--- src/rtl/div_unit.sv ---
// div_unit: iterative 32-bit integer divider for DIV/DIVU.
// Uses one radix-2 restoring step per cycle on operand magnitudes.
// Sign correction is applied when the last step retires.
// hi returns the remainder and lo returns the quotient.
//
// state  | meaning
// -------+--------------------------------------------------------------
// S_IDLE | waiting for start; operands are captured on acceptance
// S_CALC | 32 restoring steps, counter 0..31
// S_DONE | signed result staged; ready/hi/lo commit on the exit edge

module div_unit (
   input  logic        clk,
   input  logic        resetn,
   input  logic        start,
   input  logic        sign,
   input  logic [31:0] op1,
   input  logic [31:0] op2,
   input  logic        cancel,
   output logic        busy,
   output logic        ready,
   output logic [31:0] hi,
   output logic [31:0] lo
);

   typedef enum logic [1:0] {
      S_IDLE = 2'd0,
      S_CALC = 2'd1,
      S_DONE = 2'd2
   } state_t;

   state_t      state;
   state_t      state_nxt;

   logic [5:0]  cnt;
   logic [31:0] dvsr;
   logic [63:0] prem;
   logic        q_neg;
   logic        r_neg;
   logic [31:0] res_q;
   logic [31:0] res_r;

   logic        accept;
   logic        last_step;
   logic        finish;
   logic        div_zero;
   logic [31:0] op1_mag;
   logic [31:0] op2_mag;
   logic [63:0] prem_sh;
   logic [32:0] diff;
   logic [63:0] prem_step;
   logic [31:0] q_fin;
   logic [31:0] r_fin;

   // handshake qualifiers; cancel always beats start and completion
   always_comb begin
      accept    = (state == S_IDLE) && start && !cancel;
      last_step = (state == S_CALC) && (cnt == 6'd31);
      finish    = (state == S_DONE) && !cancel;
      div_zero  = (op2 == 32'd0);
   end

   // operand magnitudes: only negative values in signed mode are flipped
   always_comb begin
      op1_mag = (sign && op1[31]) ? (~op1 + 32'd1) : op1;
      op2_mag = (sign && op2[31]) ? (~op2 + 32'd1) : op2;
   end

   // one restoring step: shift, trial-subtract on 33 bits, keep if non-negative
   always_comb begin
      prem_sh   = {prem[62:0], 1'b0};
      diff      = {1'b0, prem_sh[63:32]} - {1'b0, dvsr};
      prem_step = prem_sh;
      if (!diff[32]) begin
         prem_step = {diff[31:0], prem_sh[31:1], 1'b1};
      end
   end

   // sign fix-up of the final step (most-negative quotient wraps to itself)
   always_comb begin
      q_fin = q_neg ? (~prem_step[31:0] + 32'd1) : prem_step[31:0];
      r_fin = r_neg ? (~prem_step[63:32] + 32'd1) : prem_step[63:32];
   end

   // state register
   always_ff @(posedge clk) begin
      if (!resetn) begin
         state <= S_IDLE;
      end else begin
         state <= state_nxt;
      end
   end

   // next-state logic
   always_comb begin
      state_nxt = state;
      case (state)
         S_IDLE: begin
            if (accept) begin
               state_nxt = div_zero ? S_DONE : S_CALC;
            end
         end
         S_CALC: begin
            if (cancel) begin
               state_nxt = S_IDLE;
            end else if (last_step) begin
               state_nxt = S_DONE;
            end
         end
         S_DONE: begin
            state_nxt = S_IDLE;
         end
         default: begin
            state_nxt = S_IDLE;
         end
      endcase
   end

   // FSM outputs
   always_comb begin
      busy = (state != S_IDLE);
   end

   // datapath: operand capture, iteration and staged result
   always_ff @(posedge clk) begin
      if (!resetn) begin
         cnt   <= 6'd0;
         dvsr  <= 32'd0;
         prem  <= 64'd0;
         q_neg <= 1'b0;
         r_neg <= 1'b0;
         res_q <= 32'd0;
         res_r <= 32'd0;
      end else if (accept) begin
         cnt   <= 6'd0;
         dvsr  <= op2_mag;
         prem  <= {32'd0, op1_mag};
         q_neg <= sign & (op1[31] ^ op2[31]);
         r_neg <= sign & op1[31];
         if (div_zero) begin
            res_q <= 32'hFFFF_FFFF;
            res_r <= op1;
         end
      end else if ((state == S_CALC) && !cancel) begin
         prem <= prem_step;
         cnt  <= cnt + 6'd1;
         if (last_step) begin
            res_q <= q_fin;
            res_r <= r_fin;
         end
      end
   end

   // result commit: ready pulses and hi/lo load only on an uncancelled exit from DONE
   always_ff @(posedge clk) begin
      if (!resetn) begin
         ready <= 1'b0;
         hi    <= 32'd0;
         lo    <= 32'd0;
      end else begin
         ready <= finish;
         if (finish) begin
            hi <= res_r;
            lo <= res_q;
         end
      end
   end

endmodule

--- config.mk ---
export PLATFORM = sky130hd
export DESIGN_NAME = div_unit
export DESIGN_NICKNAME = d
export VERILOG_FILES = /design/src/rtl/div_unit.sv
export SDC_FILE = /design/constraint.sdc
export NUM_CORES = 1
export LEC_CHECK = 0
export CAP_MARGIN = 5
export CORE_UTILIZATION = 58
export DETAILED_ROUTE_END_ITERATION = 8
export GPL_TIMING_DRIVEN = 0
export PLACE_DENSITY = 0.81
export SYNTH_ARGS = -nofsm -noshare
export SYNTH_HDL_FRONTEND = slang
export SYNTH_SLANG_ARGS = --single-unit
--- constraint.sdc ---
create_clock -name clk -period 6.78 [get_ports clk]
set_clock_uncertainty 0.15 [all_clocks]
set_input_delay 0.678 -clock clk [delete_from_list [all_inputs] [get_ports clk]]
set_output_delay 0.678 -clock clk [all_outputs]
set_load 0.01 [all_outputs]
==> qor.csv, run 1 <==
stage,metric,value,unit
clock_network,CTS tree,yes,
clock_network,CTS HTree Levels,1,
pwr,switching pwr,1.42,mW
clock_network,"CTS clk-pin slew, worst paths",70,ps
worst_setup_path,CP startpoint,prem[31]$_SDFFE_PN0P_,
timing,post-layout min period,6610,ps
placed_design,Placed Area,0.0156,mm2
timing,fin. max-slew vios,0,
global_routing,All-Layer GR Usage,0.413,
routing,total wire length,50400,um
global_routing,vias in the first global route,13797,
worst_setup_path,CP max FO,19,
worst_setup_path,CP Data Arrival Time,6870,ps
pwr,Power Density,246,mW/mm2
die,Die Span Y,156,um
die,Starting Density,0.591,
pwr,Gate power share,0.284,
layout,sequential cell area,0.00468,mm2
timing,f_max,151,MHz
worst_setup_path,cells along the critical path,inv_1 -> ha_1 -> fa_1 -> nor2b_1 -> o31ai_1 -> nand3_1 -> a21oi_1 -> o21ai_4 -> buf_2 -> buf_2 -> nand2_1 -> o21ai_0 -> ha_1 -> nand2_1 -> or3_1 -> nor3_2 -> o221ai_1 -> or4b_4 -> o41ai_1 -> nor3_1,
timing,fin worst setup slack,173,ps
timing,Fin Hold WS,301,ps
placed_design,post-detail-place hpwl,39000,um
die,FP Rows,56,
worst_setup_path,CP max stage delay,650,ps
timing,Slew headroom,0.104,
synth,asr flop ratio synth,0,
routing,drt initial violations,1594,
timing,Slew @ Worst Pin,1330,ps
synth,#FFs+latches synth,234,
pwr,Internal,2.62,mW
placed_design,DP Worst Slack,-466,ps
placed_design,Inst Count DP,2266,
pwr,"Power, Total",4.05,mW
pwr,Worst VDD drop,211,uV
synth,Syn Nets,1920,
global_routing,largest net degree at the start of global routing,20,
routing,vias per cell,6.35,
pwr,Switching Share,0.351,
layout,"non-filler cells, final",2311,
timing,Final Hold Fails,0,
layout,P&R area growth vs syn,18.7,%
layout,post-route cell area,0.0164,mm2
die,Core ar.,0.0234,mm2
global_routing,global route overflow,0,
placed_design,Buffers on Ports,134,
layout,Layout fillers,2000,
run,max cap viols,0,
synth,Post-synth EDFFs,0,
worst_setup_path,CP Data Required Time,7050,ps
worst_hold_path,worst hold start,res_q[15]$_SDFFE_PN0P_,
synth,Mapped Avg Cell Area,7.63,um2
die,Die Wd,156,um
worst_setup_path,Critical Path End Type,register,
worst_setup_path,Critical Path Stages,20,
timing,RSZ-0062 raised after global routing,no,
routing,DRC,0,
timing,"Setup violations, final",0,
worst_hold_path,Worst Hold Class,register to register,
pwr,Leakage,5.81,nW
synth,Syn Inst Count,1813,
global_routing,first-pass GRT wire length,77100,um
pwr,Reg power frac,0.360,
routing,Vias,14680,
synth,Synth Cell Area,0.0138,mm2
worst_setup_path,reg2reg path depth,20,
worst_setup_path,crit path kind,register to register,
clock_network,clk buf depth,3,
layout,layout cells sized above 1,0.0517,
synth,Ys Warns,0,
routing,DRT Pass-1 Iters,8,
run_status,outcome,completed,
synth,Synth Flop Type,dfxtp_1,
worst_setup_path,"Largest delay share family, worst path",compound AO/OA/AOI/OAI gates,
die,die area,0.0245,mm2
die,# IOs,135,
worst_setup_path,reg2reg start,prem[31]$_SDFFE_PN0P_,
layout,final net count,2080,
routing,routed length per placed instance,21.8,um
layout,multi-input logic area,0.00851,mm2
clock_network,Sink Count,234,
clock_network,clock tree root buffer cell,clkbuf_16,
worst_setup_path,Buf/Inv on CP,3,
timing,Final Cycle Share,0.975,
worst_setup_path,Setup crit start kind,register,
worst_setup_path,Slowest cell on crit path,or4b_4,
pwr,clock share of power,0.356,
clock_network,TritonCTS Buffers,25,
clock_network,worst skew pair latency,550,ps
worst_hold_path,hold path cells,2,
synth,post-synthesis cell type count,86,
global_routing,initial antenna violation count,1,
placed_design,gpl congestion,1.01,
synth,"Seq/Total Area, Yosys",0.339,
routing,Routed Antenna Nets,0,
## power by group through the flow
stage / Combinational, mW / Clock (mW) / Sequential [mW]
2_1_floorplan: 0.751 / 0 / 1.47
3_3_place_gp: 1.09 / 0 / 1.48
3_5_place_dp: 1.10 / 0 / 1.49
4_1_cts: 1.11 / 1.43 / 1.46
5_1_grt: 1.22 / 1.48 / 1.46
6_report: 1.15 / 1.44 / 1.46
## cell usage after synthesis (9+ instances only)
| cell type | n | share of area |
|---|---|---|
| a211oi_1 | 66 | 0.036 |
| a21o_1 | 16 | 0.0087 |
| a21oi_1 | 179 | 0.065 |
| a311oi_1 | 35 | 0.022 |
| a31oi_1 | 14 | 0.0063 |
| and2_1 | 12 | 0.0054 |
| buf_1 | 13 | 0.0035 |
| clkbuf_1 | 95 | 0.026 |
| dfxtp_1 | 234 | 0.34 |
| ha_1 | 37 | 0.033 |
| inv_1 | 49 | 0.013 |
| mux2i_1 | 23 | 0.017 |
| nand2_1 | 301 | 0.082 |
| nand2b_1 | 9 | 0.0041 |
| nand3_1 | 20 | 0.0072 |
| nand4_1 | 15 | 0.0068 |
| nor2_1 | 191 | 0.052 |
| nor3_1 | 41 | 0.015 |
| nor4_1 | 16 | 0.0072 |
| o211ai_1 | 10 | 0.0054 |
| o21ai_0 | 91 | 0.033 |
| o221a_2 | 12 | 0.0098 |
| o31ai_1 | 28 | 0.015 |
| o41ai_1 | 11 | 0.0070 |
| or3_1 | 28 | 0.013 |
| xnor2_1 | 60 | 0.038 |
| xor2_1 | 71 | 0.045 |
## layout by cell type, fill, tap and decap left out, types with 11 or more instances in the layout
cell type	count
a211oi_1	66
a21o_1	16
a21oi_1	179
a311oi_1	35
a31oi_1	14
and2_1	12
buf_1	12
clkbuf_1	96
clkbuf_16	25
clkdlybuf4s50_1	134
dfxtp_1	234
ha_1	37
inv_1	49
mux2i_1	23
nand2_1	301
nand3_1	20
nand4_1	15
nor2_1	191
nor3_1	41
nor4_1	16
o21ai_0	91
o221a_2	12
o31ai_1	28
o41ai_1	11
or3_1	28
xnor2_1	60
xor2_1	71
## layout make-up
cell class              instances  share of cell area
clock inverters                15              0.0110
multi-input cells            1411               0.518
flip-flops and latches        234               0.285
repair buffers                134              0.0817
well taps                     319              0.0243
clock buffers                  30              0.0405
inverters                      52              0.0119
plain buffers                 115              0.0271
diodes                          1            0.000152
## final timing paths
kind,endpoint,slack [ps]
min reg2reg,lo[15]$_SDFFE_PN0P_,300
max reg2reg,res_r[26]$_SDFFE_PN0P_,170
min,lo[15]$_SDFFE_PN0P_,300
max,res_r[26]$_SDFFE_PN0P_,170
## flip-flops by register name (all words and copies together) (netlist names), 2 cells and up
name	flops
hi	32
prem	63
cnt	6
res_q	32
res_r	32
state	2
lo	32
dvsr	32
## per-layer routing
layer / track usage / vias up / routed length, um
met2: 0.696 / 860 / 23600
li1: - / 6819 / -
met5: 0 / - / 12
met1: 0.488 / 6808 / 18900
met4: 0.237 / 2 / 3000
met3: 0.0809 / 191 / 4880
## stage by stage
stage	util	TNS (ps)
4_1_cts	0.701	0
2_1_floorplan	-	0
5_1_grt	0.701	0
6_report	0.702	0
3_5_place_dp	0.665	-2530
3_3_place_gp	0.665	-1770
## logic make-up (layout without fill, tap and decap cells)
| group | Yosys count | count (layout) | synth area share |
|---|---|---|---|
| other | 0 | 1 | 0 |
| multiplexers | 28 | 28 | 0.0215 |
| adder cells (fa/ha/maj) | 38 | 38 | 0.0349 |
| XOR/XNOR | 131 | 131 | 0.0829 |
| AO/OA/AOI/OAI | 534 | 534 | 0.258 |
| buffers and inverters | 168 | 346 | 0.0463 |
| flip-flops | 234 | 234 | 0.339 |
| AND/OR/NAND/NOR | 680 | 680 | 0.218 |
## what timing repair did
item | CTS | global route
setup endpoints to repair | 8 | 3
gates resized for setup | 2 | 1
hold buffers | 0 | 0
buffers inserted | 0 | 0
## worst min-delay path, cell delays in order (launching register included)
cell and delay [ps]:
dfxtp_1 310, nand2_1 50, a21oi_1 50
(Power assumes the default switching activity.)
==> inputs of run 2 (changes only) <==
CORE_UTILIZATION = 45   (was 58)
PLACE_DENSITY = 0.65   (was 0.81)
==> run 2 against run 1 <==
Net effect:
- final cell count increased by 3.1%
- sequential share of layout area decreased by 0.17 points
- highest routed layer is now met4
- sequential power about the same
- register-to-register slack improved by 140 ps
==> qor.csv, run 2 (synthesized netlist as in run 1, its figures left out) <==
stage,metric,value,unit,change
run_status,outcome,completed,,
die,Core ar.,0.0300,mm2,+28%
pwr,Worst VDD drop,203,uV,-3.9%
layout,most frequent cells in the layout,"nand2_1 (301), dfxtp_1 (234), nor2_1 (191), a21oi_1 (179), clkdlybuf4s50_1 (134)",,
worst_setup_path,CP max stage delay,660,ps,about the same
die,# IOs,135,,unchanged
pwr,Internal,2.64,mW,+0.48%
timing,Slew headroom,0.0677,,-0.0366
layout,post-route cell area,0.0165,mm2,+0.59%
worst_setup_path,reg2reg start,prem[31]$_SDFFE_PN0P_,,
layout,multi-input logic area,0.00851,mm2,unchanged
die,Starting Density,0.462,,-0.129
routing,DRT Pass-1 Iters,5,,-3
layout,Layout fillers,2983,,+49%
die,Die Wd,177,um,+13%
worst_setup_path,Critical Path End Type,register,,
layout,max reg flops,63,,unchanged
clock_network,hold_buf cts,0,,unchanged
clock_network,CTS HTree Levels,1,,unchanged
placed_design,gpl congestion,1.01,,-0.33%
placed_design,DP Worst Slack,-569,ps,-104 ps
timing,post-layout min period,6470,ps,-136 ps
placed_design,post-detail-place hpwl,41400,um,+6.0%
pwr,Switching Share,0.349,,-0.00238
worst_hold_path,Worst Hold Class,register to register,,
run,max cap viols,0,,unchanged
layout,"non-filler cells, final",2382,,+3.1%
timing,Final Hold Fails,0,,unchanged
die,FP Rows,63,,+13%
global_routing,All-Layer GR Usage,0.331,,-0.0813
clock_network,Sink Count,234,,unchanged
die,die area,0.0314,mm2,+28%
die,Die Span Y,177,um,+13%
timing,Slew @ Worst Pin,1390,ps,+54.4 ps
pwr,clock share of power,0.354,,-0.002
worst_setup_path,reg2reg path depth,21,,+5.0%
worst_setup_path,Slowest cell on crit path,or4b_4,,
worst_setup_path,"Largest delay share family, worst path",simple AND/OR/NAND/NOR gates,,
pwr,Reg power frac,0.360,,about the same
worst_setup_path,Setup crit start kind,register,,
layout,sequential cell area,0.00468,mm2,unchanged
pwr,switching pwr,1.41,mW,-0.56%
worst_hold_path,worst hold start,hi[15]$_SDFFE_PN0P_,,
placed_design,Inst Count DP,2337,,+3.1%
timing,setup tns final,0,ps,unchanged
worst_setup_path,Critical Path Stages,21,,+5.0%
worst_setup_path,CP max FO,19,,unchanged
layout,register bank with the most flops,prem,,
layout,final net count,2082,,+0.096%
clock_network,worst skew pair latency,540,ps,about the same
global_routing,vias in the first global route,13312,,-3.5%
routing,Vias,14173,,-3.5%
pwr,"Power, Total",4.05,mW,+0.11%
routing,total wire length,52400,um,+3.9%
clock_network,clk buf depth,3,,unchanged
worst_setup_path,Buf/Inv on CP,3,,unchanged
timing,"Setup violations, final",0,,unchanged
worst_setup_path,CP startpoint,prem[31]$_SDFFE_PN0P_,,
layout,layout cells sized above 1,0.0517,,unchanged
pwr,Leakage,5.82,nW,+0.11%
worst_hold_path,hold path cells,2,,unchanged
clock_network,CTS tree,yes,,
clock_network,"CTS clk-pin slew, worst paths",70,ps,about the same
global_routing,initial antenna violation count,1,,unchanged
routing,drt initial violations,1248,,-22%
pwr,Power Density,245,mW/mm2,-0.48%
worst_setup_path,CP Data Arrival Time,6710,ps,-160 ps
global_routing,global route overflow,0,,unchanged
routing,routed length per placed instance,22.0,um,+0.77%
timing,RSZ-0062 raised after global routing,no,,
timing,Fin Hold WS,301,ps,+0.294 ps
layout,P&R area growth vs syn,19.4,%,
timing,Final Cycle Share,0.954,,-0.0201
worst_setup_path,CP Data Required Time,7020,ps,-30 ps
timing,f_max,155,MHz,+2.1%
placed_design,Placed Area,0.0157,mm2,+0.57%
layout,"leading cell type in the layout, fill and taps excluded",nand2_1,,
layout,final core occ,0.551,,-0.150
routing,DRC,0,,unchanged
clock_network,post_cts resized,2,,unchanged
placed_design,Buffers on Ports,134,,unchanged
routing,Routed Antenna Nets,0,,unchanged
global_routing,largest net degree at the start of global routing,20,,unchanged
clock_network,TritonCTS Buffers,27,,+8.0%
timing,fin. max-slew vios,0,,unchanged
clock_network,clock tree root buffer cell,clkbuf_16,,
pwr,Gate power share,0.286,,+0.002
worst_setup_path,crit path kind,register to register,,
clock_network,Post-CTS Setup Bufs,0,,unchanged
timing,fin worst setup slack,309,ps,+136 ps
global_routing,first-pass GRT wire length,79100,um,+2.5%
worst_setup_path,cells along the critical path,inv_1 -> ha_1 -> fa_1 -> nor2b_1 -> o31ai_1 -> nand3_1 -> a21oi_1 -> o21ai_4 -> clkbuf_4 -> buf_2 -> nand2_1 -> o21ai_0 -> ha_1 -> nand2_1 -> or3_1 -> nor3_2 -> o221ai_1 -> or4b_4 -> o41ai_2 -> xnor2_1 -> a21oi_1,,
routing,vias per cell,5.95,,-6.3%
run 2: worst min-delay path, cell delays in order, from the launching register on:
cell and delay [ps]:
dfxtp_1 300, nand2_1 50, a21oi_1 50
run 2: power groups by stage:
stage / Clock (mW) / Combinational (mW) / Sequential [mW]
after floorplan: 0 / 0.751 / 1.47
after global placement: 0 / 1.12 / 1.48
after detailed placement: 0 / 1.13 / 1.49
after CTS: 1.44 / 1.13 / 1.46
after global routing: 1.50 / 1.24 / 1.46
final: 1.44 / 1.16 / 1.46
run 2: path summary, 6_finish.rpt:
check                                               to  slack [ps]
worst max-delay path            res_r[30]$_SDFFE_PN0P_         310
worst min-delay path               hi[15]$_SDFFE_PN0P_         300
worst max register to register  res_r[30]$_SDFFE_PN0P_         310
worst min register to register     hi[15]$_SDFFE_PN0P_         300
run 2: layout make-up:
| class | instances | area share |
|---|---|---|
| multi-input cells | 1411 | 0.515 |
| flip-flops and latches | 234 | 0.284 |
| repair buffers | 134 | 0.0812 |
| clock buffers | 33 | 0.0441 |
| well taps | 390 | 0.0295 |
| plain buffers | 115 | 0.0270 |
| inverters | 52 | 0.0118 |
| clock inverters | 12 | 0.00742 |
| diodes | 1 | 0.000152 |
run 2: routing by layer:
metal  global-route usage  routed length (um)  vias up
li1                     -                   -     6814
met2                0.569               24800      552
met5                    0                   0        -
met3               0.0437                3220      115
met4                0.149                2400        0
met1                0.411               21900     6692
==> inputs of run 3 (changes only) <==
clock period = 6.2 ns   (was 6.78 ns; I/O delays follow)
==> run 3 against run 2 <==
Net effect:
- sequential share of layout area about the same
- routed wire length is 0.29% lower
- register-to-register slack gained 180 ps
- worst setup slack better by 180 ps
- die area unchanged
- via count about the same
- maximum frequency up 13%
- clock power is 8% higher
- sequential cell count stayed put
- critical path depth is 2 lower
- largest cell class unchanged
==> qor.csv, run 3 (synthesized netlist as in run 1, its figures left out) <==
stage,metric,value,unit,change
timing,post-layout min period,5710,ps,-761 ps
global_routing,largest net degree at the start of global routing,20,,unchanged
timing,RSZ-0062 raised after global routing,no,,
worst_setup_path,CP Data Required Time,6440,ps,-580 ps
global_routing,All-Layer GR Usage,0.331,,about the same
die,Die Span Y,177,um,unchanged
timing,"Setup violations, final",0,,unchanged
pwr,Leakage,5.82,nW,about the same
routing,DRC,0,,unchanged
worst_setup_path,Critical Path End Type,register,,
placed_design,gpl congestion,1.01,,unchanged
global_routing,initial antenna violation count,1,,unchanged
run,max cap viols,0,,unchanged
worst_setup_path,crit path kind,register to register,,
layout,post-route cell area,0.0165,mm2,about the same
clock_network,CTS HTree Levels,1,,unchanged
die,# IOs,135,,unchanged
die,Die Wd,177,um,unchanged
global_routing,vias in the first global route,13317,,+0.038%
worst_setup_path,Slowest cell on crit path,or4b_4,,
worst_setup_path,CP dominant cell by count,a21oi_1,,
routing,routed length per placed instance,21.9,um,-0.29%
die,Core ar.,0.0300,mm2,unchanged
clock_network,CTS tree,yes,,
global_routing,first-pass GRT wire length,79000,um,about the same
routing,Vias,14187,,+0.099%
timing,fin worst setup slack,490,ps,+181 ps
clock_network,TritonCTS Buffers,27,,unchanged
die,Starting Density,0.462,,unchanged
timing,Slew @ Worst Pin,1370,ps,-18.9 ps
worst_setup_path,CP max FO,28,,+9
layout,final net count,2082,,unchanged
layout,register bank with the most flops,prem,,
timing,fin. max-slew vios,0,,unchanged
worst_hold_path,Worst Hold Class,register to register,,
worst_setup_path,cells along the critical path,inv_1 -> ha_1 -> fa_1 -> nor2b_1 -> o31ai_1 -> nand3_1 -> a21oi_1 -> o21ai_4 -> clkbuf_4 -> o21ai_0 -> ha_2 -> nand2_1 -> or3_1 -> nor3_2 -> o221ai_2 -> or4b_4 -> o41ai_2 -> xnor2_1 -> a21oi_1,,
worst_setup_path,"Largest delay share family, worst path",compound AO/OA/AOI/OAI gates,,
clock_network,Sink Count,234,,unchanged
layout,P&R area growth vs syn,19.5,%,about the same
pwr,Worst VDD drop,221,uV,+9.0%
pwr,Power Density,268,mW/mm2,+9.2%
routing,total wire length,52200,um,-0.29%
layout,most frequent cells in the layout,"nand2_1 (301), dfxtp_1 (234), nor2_1 (191), a21oi_1 (179), clkdlybuf4s50_1 (134)",,
clock_network,worst skew pair latency,540,ps,about the same
routing,vias per cell,5.96,,about the same
run_status,outcome,completed,,
timing,f_max,175,MHz,+13%
layout,"non-filler cells, final",2382,,unchanged
routing,Routed Antenna Nets,0,,unchanged
timing,Final Hold Fails,0,,unchanged
placed_design,Inst Count DP,2337,,unchanged
clock_network,"CTS clk-pin slew, worst paths",70,ps,about the same
die,FP Rows,63,,unchanged
worst_setup_path,CP max stage delay,600,ps,-60 ps
layout,"leading cell type in the layout, fill and taps excluded",nand2_1,,
routing,drt initial violations,1186,,-5.0%
worst_setup_path,Setup crit start kind,register,,
layout,max reg flops,63,,unchanged
timing,setup tns final,0,ps,unchanged
placed_design,Buffers on Ports,134,,unchanged
worst_setup_path,CP Data Arrival Time,5950,ps,-760 ps
clock_network,clk buf depth,3,,unchanged
placed_design,Placed Area,0.0157,mm2,unchanged
layout,layout cells sized above 1,0.0527,,+0.00100
placed_design,DP Worst Slack,-1150,ps,-580 ps
die,die area,0.0314,mm2,unchanged
worst_setup_path,Buf/Inv on CP,2,,-1
placed_design,post-detail-place hpwl,41400,um,unchanged
timing,Slew headroom,0.0804,,+0.0127
routing,DRT Pass-1 Iters,5,,unchanged
global_routing,global route overflow,0,,unchanged
clock_network,clock tree root buffer cell,clkbuf_16,,
timing,Final Cycle Share,0.921,,-0.0335
## run 3: cell counts in the layout (fill, tap and decap cells not counted)
No cell type changed its count.
## run 3: repair_timing
item | 4_1_cts | 5_1_grt
hold buffers | 0 | 0
endpoints found under the setup margin | 13 | 3
endpoints found under the hold margin | 0 | 0
pin swaps | 1 | 0
gates cloned | 0 | 0
resized for setup | 3 | 3
buffers inserted | 1 | 0
## run 3: tightest hold or removal path, delay by kind of cell (launching register included)
family,cells,cell delay (ps)
flops,1,300
simple gates,1,50
compound gates,1,50
## run 3: power breakdown
group | switching, mW | internal (mW)
clock | 0.653 | 0.911
combinational | 0.834 | 0.432
sequential | 0.0494 | 1.54
## run 3: final timing paths
kind / startpoint / endpoint / cells after the start / slack, ps
max: prem[31]$_SDFFE_PN0P_ / res_r[30]$_SDFFE_PN0P_ / 19 / 490
min: lo[8]$_SDFFE_PN0P_ / lo[8]$_SDFFE_PN0P_ / 2 / 300
max reg2reg: prem[31]$_SDFFE_PN0P_ / res_r[30]$_SDFFE_PN0P_ / 19 / 490
min reg2reg: lo[8]$_SDFFE_PN0P_ / lo[8]$_SDFFE_PN0P_ / 2 / 300
## run 3: through the flow
step / util / hold slack, ps / power (mW)
floorplan: - / 279 / 2.43
global placement: 0.523 / 290 / 2.85
detailed placement: 0.523 / 295 / 2.86
CTS: 0.552 / 304 / 4.41
global route: 0.552 / 319 / 4.60
finish: 0.552 / 301 / 4.42
## run 3: metal layers
metal	vias to the layer above	track usage	wire [um]
met1	6711	0.411	21600
met5	-	0	0
met2	549	0.569	24800
met4	0	0.149	2360
li1	6810	-	-
met3	117	0.0437	3460
## run 3: layout make-up
cell class              instances  area (um2)
diodes                          1        2.50
plain buffers                 114         442
clock buffers                  33         728
clock inverters                12         123
fillers                      2983       13400
inverters                      52         195
multi-input cells            1411        8520
flip-flops and latches        234        4680
well taps                     390         488
repair buffers                135        1350
